--- config.mk ---
export PLATFORM = sky130hd
export DESIGN_NAME = bus_datapath_seq_flat
export DESIGN_NICKNAME = d
export VERILOG_FILES = /design/src/rtl/bus_datapath_seq_if.sv /design/src/rtl/bus_datapath_seq.sv /design/src/flat_wrapper.sv
export SDC_FILE = /design/constraint.sdc
export NUM_CORES = 2
export LEC_CHECK = 0
export CAP_MARGIN = 0
export CORE_UTILIZATION = 47
export CTS_CLUSTER_SIZE = 28
export DETAILED_ROUTE_END_ITERATION = 6
export SYNTH_ARGS = -nofsm -noshare
export SYNTH_HDL_FRONTEND = slang
export SYNTH_SLANG_ARGS = --single-unit
export TNS_END_PERCENT = 20
--- constraint.sdc ---
create_clock -name clk -period 14.6 [get_ports clk]
set_input_delay 2.92 -clock clk [delete_from_list [all_inputs] [get_ports clk]]
set_output_delay 2.92 -clock clk [all_outputs]
set_load 0.05 [all_outputs]
--- src/rtl/bus_datapath_seq_if.sv ---
// rtl/bus_datapath_seq_if.sv - control-unit handshake bundle for bus_datapath_seq
// The control unit drives the instruction fields and start; the datapath answers with busy/done.
interface bus_datapath_seq_if #(
  parameter int REG_AW = 4
);
  logic              start;
  logic [2:0]        op;
  logic [REG_AW-1:0] ra;
  logic [REG_AW-1:0] rb;
  logic [REG_AW-1:0] rc;
  logic              busy;
  logic              done;

  modport master (output start, op, ra, rb, rc, input busy, done);
  modport slave  (input start, op, ra, rb, rc, output busy, done);
endinterface

--- src/rtl/bus_datapath_seq.sv ---
// rtl/bus_datapath_seq.sv - single-bus datapath with a built-in T-state instruction sequencer
// One three-operand instruction per start: LDY (Y <= R[rb]), EXE (Z <= ALU), WB (R[ra] or HI/LO).
module bus_datapath_seq #(
  parameter int DATA_W   = 32,
  parameter int NUM_REGS = 16,
  parameter int REG_AW   = 4
) (
  input  logic                  clk,
  input  logic                  clr,
  bus_datapath_seq_if.slave     ctl,
  input  logic [DATA_W-1:0]     in_port,
  output logic [DATA_W-1:0]     bus_out,
  output logic [DATA_W-1:0]     hi_out,
  output logic [DATA_W-1:0]     lo_out,
  input  logic [REG_AW-1:0]     dbg_addr,
  output logic [DATA_W-1:0]     dbg_data
);

  localparam int SH_W     = $clog2(DATA_W);
  localparam int RF_DEPTH = 1 << REG_AW;

  localparam logic [2:0] OP_ADD = 3'd0;
  localparam logic [2:0] OP_SUB = 3'd1;
  localparam logic [2:0] OP_AND = 3'd2;
  localparam logic [2:0] OP_OR  = 3'd3;
  localparam logic [2:0] OP_SHL = 3'd4;
  localparam logic [2:0] OP_SHR = 3'd5;
  localparam logic [2:0] OP_MUL = 3'd6;
  localparam logic [2:0] OP_LDI = 3'd7;

  localparam int SRC_RB  = 0;
  localparam int SRC_RC  = 1;
  localparam int SRC_ZLO = 2;
  localparam int SRC_INP = 3;

  typedef enum logic [2:0] {
    S_IDLE,
    S_LDY,
    S_EXE,
    S_WB,
    S_DONE
  } state_t;

  state_t                state_q, state_d;
  logic [2:0]            op_q;
  logic [REG_AW-1:0]     ra_q, rb_q, rc_q;
  logic [DATA_W-1:0]     regs_q [NUM_REGS];
  logic [DATA_W-1:0]     y_q;
  logic [2*DATA_W-1:0]   z_q;
  logic [DATA_W-1:0]     hi_q, lo_q;
  logic [DATA_W-1:0]     inport_q;

  logic [3:0]            src_sel;
  logic                  fields_ld;
  logic                  y_ld;
  logic                  z_ld;
  logic                  rf_wr;
  logic                  hilo_wr;
  logic                  busy_c;
  logic                  done_c;

  logic [DATA_W-1:0]     bus;
  logic [DATA_W-1:0]     rf_view [RF_DEPTH];
  logic [2*DATA_W-1:0]   alu_z;
  logic [2*DATA_W-1:0]   y_sx, b_sx;
  logic [SH_W-1:0]       shamt;

  // Addresses beyond NUM_REGS see a hard zero instead of an out-of-range array read.
  for (genvar g = 0; g < RF_DEPTH; g++) begin : g_view
    if (g < NUM_REGS) begin : g_reg
      assign rf_view[g] = regs_q[g];
    end else begin : g_zero
      assign rf_view[g] = '0;
    end
  end

  always_comb begin
    state_d   = state_q;
    src_sel   = '0;
    fields_ld = 1'b0;
    y_ld      = 1'b0;
    z_ld      = 1'b0;
    rf_wr     = 1'b0;
    hilo_wr   = 1'b0;
    busy_c    = 1'b0;
    done_c    = 1'b0;
    case (state_q)
      S_IDLE: begin
        if (ctl.start) begin
          fields_ld = 1'b1;
          state_d   = S_LDY;
        end
      end
      S_LDY: begin
        busy_c          = 1'b1;
        src_sel[SRC_RB] = 1'b1;
        y_ld            = 1'b1;
        state_d         = S_EXE;
      end
      S_EXE: begin
        busy_c          = 1'b1;
        src_sel[SRC_RC] = 1'b1;
        z_ld            = 1'b1;
        state_d         = S_WB;
      end
      S_WB: begin
        busy_c = 1'b1;
        if (op_q == OP_LDI) begin
          src_sel[SRC_INP] = 1'b1;
          rf_wr            = 1'b1;
        end else if (op_q == OP_MUL) begin
          src_sel[SRC_ZLO] = 1'b1;
          hilo_wr          = 1'b1;
        end else begin
          src_sel[SRC_ZLO] = 1'b1;
          rf_wr            = 1'b1;
        end
        state_d = S_DONE;
      end
      S_DONE: begin
        done_c  = 1'b1;
        state_d = S_IDLE;
      end
      default: state_d = S_IDLE;
    endcase
  end

  assign bus = ({DATA_W{src_sel[SRC_RB]}}  & rf_view[rb_q])
             | ({DATA_W{src_sel[SRC_RC]}}  & rf_view[rc_q])
             | ({DATA_W{src_sel[SRC_ZLO]}} & z_q[DATA_W-1:0])
             | ({DATA_W{src_sel[SRC_INP]}} & inport_q);

  // Sign-extending both operands to 2*DATA_W makes the low half of an unsigned product the signed product.
  assign y_sx  = {{DATA_W{y_q[DATA_W-1]}}, y_q};
  assign b_sx  = {{DATA_W{bus[DATA_W-1]}}, bus};
  assign shamt = bus[SH_W-1:0];

  always_comb begin
    alu_z = '0;
    case (op_q)
      OP_ADD:  alu_z[DATA_W-1:0] = y_q + bus;
      OP_SUB:  alu_z[DATA_W-1:0] = y_q - bus;
      OP_AND:  alu_z[DATA_W-1:0] = y_q & bus;
      OP_OR:   alu_z[DATA_W-1:0] = y_q | bus;
      OP_SHL:  alu_z[DATA_W-1:0] = y_q << shamt;
      OP_SHR:  alu_z[DATA_W-1:0] = y_q >> shamt;
      OP_MUL:  alu_z = y_sx * b_sx;
      default: alu_z = '0;
    endcase
  end

  always_ff @(posedge clk or negedge clr) begin
    if (!clr) begin
      state_q  <= S_IDLE;
      op_q     <= '0;
      ra_q     <= '0;
      rb_q     <= '0;
      rc_q     <= '0;
      y_q      <= '0;
      z_q      <= '0;
      hi_q     <= '0;
      lo_q     <= '0;
      inport_q <= '0;
      for (int i = 0; i < NUM_REGS; i++) begin
        regs_q[i] <= '0;
      end
    end else begin
      state_q  <= state_d;
      inport_q <= in_port;
      if (fields_ld) begin
        op_q <= ctl.op;
        ra_q <= ctl.ra;
        rb_q <= ctl.rb;
        rc_q <= ctl.rc;
      end
      if (y_ld) y_q <= bus;
      if (z_ld) z_q <= alu_z;
      if (hilo_wr) begin
        hi_q <= z_q[2*DATA_W-1:DATA_W];
        lo_q <= z_q[DATA_W-1:0];
      end
      for (int i = 0; i < NUM_REGS; i++) begin
        if (rf_wr && (ra_q == REG_AW'(i))) regs_q[i] <= bus;
      end
    end
  end

  assign ctl.busy = busy_c;
  assign ctl.done = done_c;
  assign bus_out  = bus;
  assign hi_out   = hi_q;
  assign lo_out   = lo_q;
  assign dbg_data = rf_view[dbg_addr];

endmodule

--- src/flat_wrapper.sv ---
// flat-port wrapper written by rule: the top's interface ports become plain ports
module bus_datapath_seq_flat 
#(
  parameter int DATA_W   = 32,
  parameter int NUM_REGS = 16,
  parameter int REG_AW   = 4
)
  (clk, clr, in_port, bus_out, hi_out, lo_out, dbg_addr, dbg_data, ctl_start, ctl_op, ctl_ra, ctl_rb, ctl_rc, ctl_busy, ctl_done);
  bus_datapath_seq_if #(.REG_AW(REG_AW)) ctl_i ();
  input  logic clk;
  input  logic clr;
  input  logic [DATA_W-1:0] in_port;
  output logic [DATA_W-1:0] bus_out;
  output logic [DATA_W-1:0] hi_out;
  output logic [DATA_W-1:0] lo_out;
  input  logic [REG_AW-1:0] dbg_addr;
  output logic [DATA_W-1:0] dbg_data;
  input wire logic [$bits(ctl_i.start)-1:0] ctl_start;
  input wire logic [$bits(ctl_i.op)-1:0] ctl_op;
  input wire logic [$bits(ctl_i.ra)-1:0] ctl_ra;
  input wire logic [$bits(ctl_i.rb)-1:0] ctl_rb;
  input wire logic [$bits(ctl_i.rc)-1:0] ctl_rc;
  output wire logic [$bits(ctl_i.busy)-1:0] ctl_busy;
  output wire logic [$bits(ctl_i.done)-1:0] ctl_done;
  assign ctl_i.start = ctl_start;
  assign ctl_i.op = ctl_op;
  assign ctl_i.ra = ctl_ra;
  assign ctl_i.rb = ctl_rb;
  assign ctl_i.rc = ctl_rc;
  assign ctl_busy = ctl_i.busy;
  assign ctl_done = ctl_i.done;
  bus_datapath_seq #(.DATA_W(DATA_W), .NUM_REGS(NUM_REGS), .REG_AW(REG_AW)) u_core (.clk(clk), .clr(clr), .ctl(ctl_i), .in_port(in_port), .bus_out(bus_out), .hi_out(hi_out), .lo_out(lo_out), .dbg_addr(dbg_addr), .dbg_data(dbg_data));
endmodule
Word level (Yosys, flattened, before mapping)
Index checks and enable logic that the tools add are counted.
- logic and storage cells: 121
- register bits: 722
- input port bits: 54
- output and inout port bits: 130
- reduce and logical (&&, ||, !) cells: 20
- muxes and demuxes: 28
- add/subtract/negate cells: 2
- multipliers: 1
- bitwise logic cells: 12
- eq/ne operators: 27
- shifts and indexed selects: 2
- magnitude comparators: 3
- operators with widths (operator ; count):
    $bmux W32 S4 ; 3
    $mux W32 ; 7
    $pmux W32 S7 ; 1
    $and A32 B32 Y32 ; 5
    $or A32 B32 Y32 ; 4
    $mul A32 B32 Y64 ; 1
    $add A32 B32 Y32 ; 1
    $eq A4 B4 Y1 const B ; 8
    $shl A32 B5 Y32 ; 1
    $shr A32 B5 Y32 ; 1
    $sub A32 B32 Y32 ; 1
    $eq A4 B3 Y1 const B ; 4
    $logic_and A1 B1 Y1 ; 16
    $eq A3 B3 Y1 const B ; 5
    $ge A5 B5 Y1 const B ; 3
    $not A4 Y5 ; 3
    $mux W1 ; 14
    $eq A3 B2 Y1 const B ; 4
    $pmux W3 S4 ; 1
    $eq A4 B2 Y1 const B ; 2
    $eq A3 B1 Y1 const B ; 2
    $logic_not A3 Y1 ; 2
    $eq A4 B1 Y1 const B ; 1
    $logic_not A4 Y1 ; 1
    other kinds (4) ; 4

Depth between registers and ports, before layout
- depth in word-level cells: 10
- depth in mapped cells: 43
- mapped depth without buffers: 36

Worst setup path after synthesis
Ideal clock, no wire load.
- path type: flip-flop to flip-flop
- from: register u_core.rb_q[0]
- to: register u_core.z_q[63]
- buffers on the path: 10
- data arrival time: 10.544 ns
- cell stages (with the launch flop): 40
- slack: 3.932 ns
- setup time: 0.124 ns
- period minus slack after synthesis: 10.668 ns
- data required time: 14.476 ns
- cell sequence: dfrtp_1 -> buf_6 -> buf_4 -> buf_2 -> buf_2 -> buf_2 -> mux2i_1 -> a22oi_1 -> a32oi_1 -> nand4_1 -> inv_1 -> buf_2 -> buf_1 -> clkbuf_1 -> clkbuf_1 -> clkbuf_1 -> nor2_1 -> ha_1 -> (+4 left out) -> fa_1 -> inv_1 -> fa_1 -> inv_1 -> fa_1 -> inv_1 -> fa_1 -> ha_1 -> a21o_1 -> a21o_1 -> a21o_1 -> a21o_1 -> a21o_1 -> a21o_1 -> a21o_1 -> o31ai_1 -> or3_1 -> nand3_1
- word-level cells in the longest chain between the ends: 10
- RTL lines (item ; RTL line ; source):
    start: declaration ; bus_datapath_seq.sv:46 ; logic [REG_AW-1:0] ra_q, rb_q, rc_q;
    start signal: assignment ; bus_datapath_seq.sv:173 ; rb_q <= ctl.rb;
    $not A4 Y5 (not written as such) ; bus_datapath_seq.sv:128 ; assign bus = ({DATA_W{src_sel[SRC_RB]}} & rf_view[rb_q])
    $bmux W32 S4 ; bus_datapath_seq.sv:128 ;
    $mux W32 (not written as such) (2 in series) ; bus_datapath_seq.sv:128 ;
    $and A32 B32 Y32 ; bus_datapath_seq.sv:128 ;
    $or A32 B32 Y32 ; bus_datapath_seq.sv:129 ; | ({DATA_W{src_sel[SRC_RC]}} & rf_view[rc_q])
    $or A32 B32 Y32 ; bus_datapath_seq.sv:130 ; | ({DATA_W{src_sel[SRC_ZLO]}} & z_q[DATA_W-1:0])
    $or A32 B32 Y32 ; bus_datapath_seq.sv:131 ; | ({DATA_W{src_sel[SRC_INP]}} & inport_q);
    $mul A32 B32 Y64 ; bus_datapath_seq.sv:147 ; OP_MUL: alu_z = y_sx * b_sx;
    $mux W32 ; bus_datapath_seq.sv:140 ; case (op_q)
    end signal: assignment ; bus_datapath_seq.sv:177 ; if (z_ld) z_q <= alu_z;
    end: declaration ; bus_datapath_seq.sv:49 ; logic [2*DATA_W-1:0] z_q;
No other way between the ends. The select of a mux whose other input is x is not followed.
A chain may end at the register's enable or synchronous reset.

Final worst setup path
- from: register u_core.op_q[1]
- to: register u_core.z_q[61]
- word-level cells in the longest chain between the ends: 8
- elaborated cells on any way between the ends: 11
- those cells by class: mul: 1; eq/ne: 2; mux: 4; bitwise: 4
- RTL lines (item ; RTL line ; source):
    start: declaration ; bus_datapath_seq.sv:45 ; logic [2:0] op_q;
    start signal: assignment ; bus_datapath_seq.sv:171 ; op_q <= ctl.op;
    $eq A3 B3 Y1 ; bus_datapath_seq.sv:108 ; if (op_q == OP_LDI) begin
    $mux W1 ; bus_datapath_seq.sv:108 ;
    $mux W2 ; bus_datapath_seq.sv:87 ; case (state_q)
    $and A32 B32 Y32 ; bus_datapath_seq.sv:130 ;
    $or A32 B32 Y32 ; bus_datapath_seq.sv:130 ;
    $or A32 B32 Y32 ; bus_datapath_seq.sv:131 ;
    $mul A32 B32 Y64 ; bus_datapath_seq.sv:147 ;
    $mux W32 * ; bus_datapath_seq.sv:140 ;
Mark *: on every way between the ends. The rest lies on a longest branch, timed or not.

==> results.json <==
{
  "die_w_um": 415,
  "die-area_um2": 172000,
  "start_util_pct": 47.4,
  "min_path_type": "flop to flop",
  "synth_edf_count": 0,
  "syn-num-nets": 9376,
  "num_vias": 63900,
  "maxSlewViolCount": 0,
  "gr-total-overflow": 0,
  "io_buffers": 183,
  "instances_no_fill": 10200,
  "synthMuxAreaShare_pct": 16.7,
  "track_usage_pct": 35.9,
  "core_um2": 169000,
  "crit_arrival_ns": 13.66,
  "ios": 184,
  "rrSetupSlack_ns": 1.58,
  "num-fill-cells": 15300,
  "ys_types": 82,
  "yosysTopAreaCell": "fa_1",
  "post-cts-setup-buffers": 0,
  "insertion_delay_ns": 0.77,
  "yosys.area.top_type_share_pct": 27.0,
  "synth_area_leaders": "fa_1, dfrtp_1, mux4_2, inv_1, mux2_2",
  "antenna_found_initial": 17,
  "yosysSeqAreaShare_pct": 22.5,
  "start_kind": "flop",
  "hold_viol_final": 0,
  "drtIter0Drc": 7057,
  "place_inst": 10000,
  "syn_avg_cell_area_um2": 10.0,
  "cp_slowest_cell": "dfrtp_1",
  "syn-cell-area_um2": 80300,
  "cap_viol_max_count": 0,
  "fmax_ghz": 0.0768,
  "clk_pin_slew_ns": 0.06,
  "cts-htree-levels": 3,
  "syn_to_final_growth_pct": 8.85,
  "worst_pin_slew_ns": 1.44,
  "die_h_um": 415,
  "synth_top_family_by_area": "adder cells",
  "netlist_instances": 8020,
  "fin_nets": 9232,
  "clockBufferDepth": 3,
  "synth_compound_area_share_pct": 9.87,
  "gp_congestion": 1.03,
  "final_cell_mix": "inv_1, fa_1, nand2_1",
  "drtPass1Iterations": 6,
  "setup_tns_ns": 0,
  "final_antenna_net_count": 0,
  "max_stage_delay_ns": 0.93,
  "cts_tree": "yes",
  "post-route-drc-count": 0,
  "status": "finished clean",
  "crit_type": "flop to flop",
  "wl_per_cell_um": 30.0,
  "dp_hpwl_mm": 213,
  "grt_pass1_vias": 66700,
  "ctsRootBufferMaster": "clkbuf_16",
  "layout_min_cycle_time_ns": 13.02,
  "worst-path-max-fanout": 32,
  "cts_hold_buf": 0,
  "fin_crit_sh_pct": 89.2,
  "critPathBufInv": 6,
  "layout-drive-gt1-share_pct": 13.2,
  "cts_sinks": 722,
  "synthArstFlopShare_pct": 100,
  "synthFlopType": "dfrtp_1",
  "cts_resized": 0,
  "num_rows": 151,
  "critPathRequiredTime_ns": 15.24,
  "grt_max_degree": 141,
  "synthSimpleGateAreaFrac_pct": 11.0,
  "totalWireLength_mm": 305,
  "synth-seq-cells": 722,
  "grt_pass1_wl_mm": 454,
  "slew_headroom_pct": 3.33,
  "via_per_inst": 6.28,
  "fin_skew_ns": 0.0798,
  "finalSetupViolCount": 0,
  "cts_buffers": 86,
  "synthAdderAreaFrac_pct": 30.5,
  "cp_common_cell": "fa_1",
  "end_kind": "flop",
  "rsz0062_at_grt": "false",
  "synth_xor_area_share_pct": 1.29,
  "ys_warn_count": 0,
  "cp_top_family": "compound AO/OA/AOI/OAI gates"
}
[registers in the layout (all words and copies together) (netlist names), 4 cells and up]
name             flops
u_core.regs_q      512
u_core.z_q          64
u_core.hi_out       32
u_core.inport_q     32
u_core.lo_out       32
u_core.y_q          32
u_core.ra_q          4
u_core.rb_q          4
u_core.rc_q          4
[path summary, 6_finish.rpt]
path,from,to,cells after the start
min,u_core.z_q[35],u_core.z_q[35],2
min reg2reg,u_core.z_q[35],u_core.z_q[35],2
max reg2reg,u_core.op_q[1],u_core.z_q[61],32
min in group asynchronous,clr,u_core.regs_q[296],1
max in group asynchronous,clr,u_core.z_q[43],3
max,u_core.op_q[1],u_core.z_q[61],32
[metal layers]
layer,global-route usage (%),part of all wire (%),vias to the layer above
met4,18.7,6.2,12
met3,8.07,9.8,858
li1,-,-,26200
met1,47.8,39,33200
met5,0,0.024,-
met2,55.1,45,3562
[kinds of logic after synthesis]
family                   Yosys count
AO/OA/AOI/OAI                   1270
XOR/XNOR                         118
adder cells (fa/ha/maj)         1304
buffers and inverters           1724
flip-flops                       722
multiplexers                     884
AND/OR/NAND/NOR                 1998
[worst min-delay path, stage by stage (launching register included)]
cell and delay (ns):
dfrtp_1 0.34, nand2_1 0.04, o21ai_0 0.06
[area by class of cell]
cell class	instances	area [um2]	area share [%]
Antenna cell	7	17.5	0.0201
Clock buffer	114	2440	2.79
Clock inverter	44	512	0.586
Inverter	1107	4160	4.76
Multi-Input combinational cell	5574	56000	64.1
Sequential cell	722	18100	20.7
Tap cell	2218	2780	3.18
Timing Repair Buffer	385	3410	3.91
[Yosys cell counts (50+ instances only)]
cell / n
mux2_2: 274
a21oi_1: 426
fa_1: 1083
and2_1: 170
o21ai_0: 302
clkbuf_1: 486
ha_1: 219
nand3_1: 81
nand2_1: 783
buf_1: 65
mux4_2: 334
a22oi_1: 121
inv_1: 1091
buf_2: 58
dfrtp_1: 722
a21o_1: 85
xnor2_1: 80
mux2i_1: 276
nor2b_1: 118
nor2_1: 650
nor3_1: 50
[metrics by stage]
| step | hold slack [ns] | utilization [%] | worst slack (ns) | cell area (um2) |
|---|---|---|---|---|
| finish | 0.476 | 51.6 | 1.58 | 87400 |
| global route | 0.507 | 51.5 | 1.54 | 87300 |
| CTS | 0.480 | 51.5 | 2.05 | 87300 |
| detailed placement | 0.469 | 49.8 | 2.09 | 84400 |
| global placement | 0.466 | 49.8 | 2.25 | 84400 |
| floorplan | 0.443 | - | 3.93 | 80300 |
Power is not shown: default switching activity piles up to over one toggle a cycle in this logic, so the estimate is an artifact.
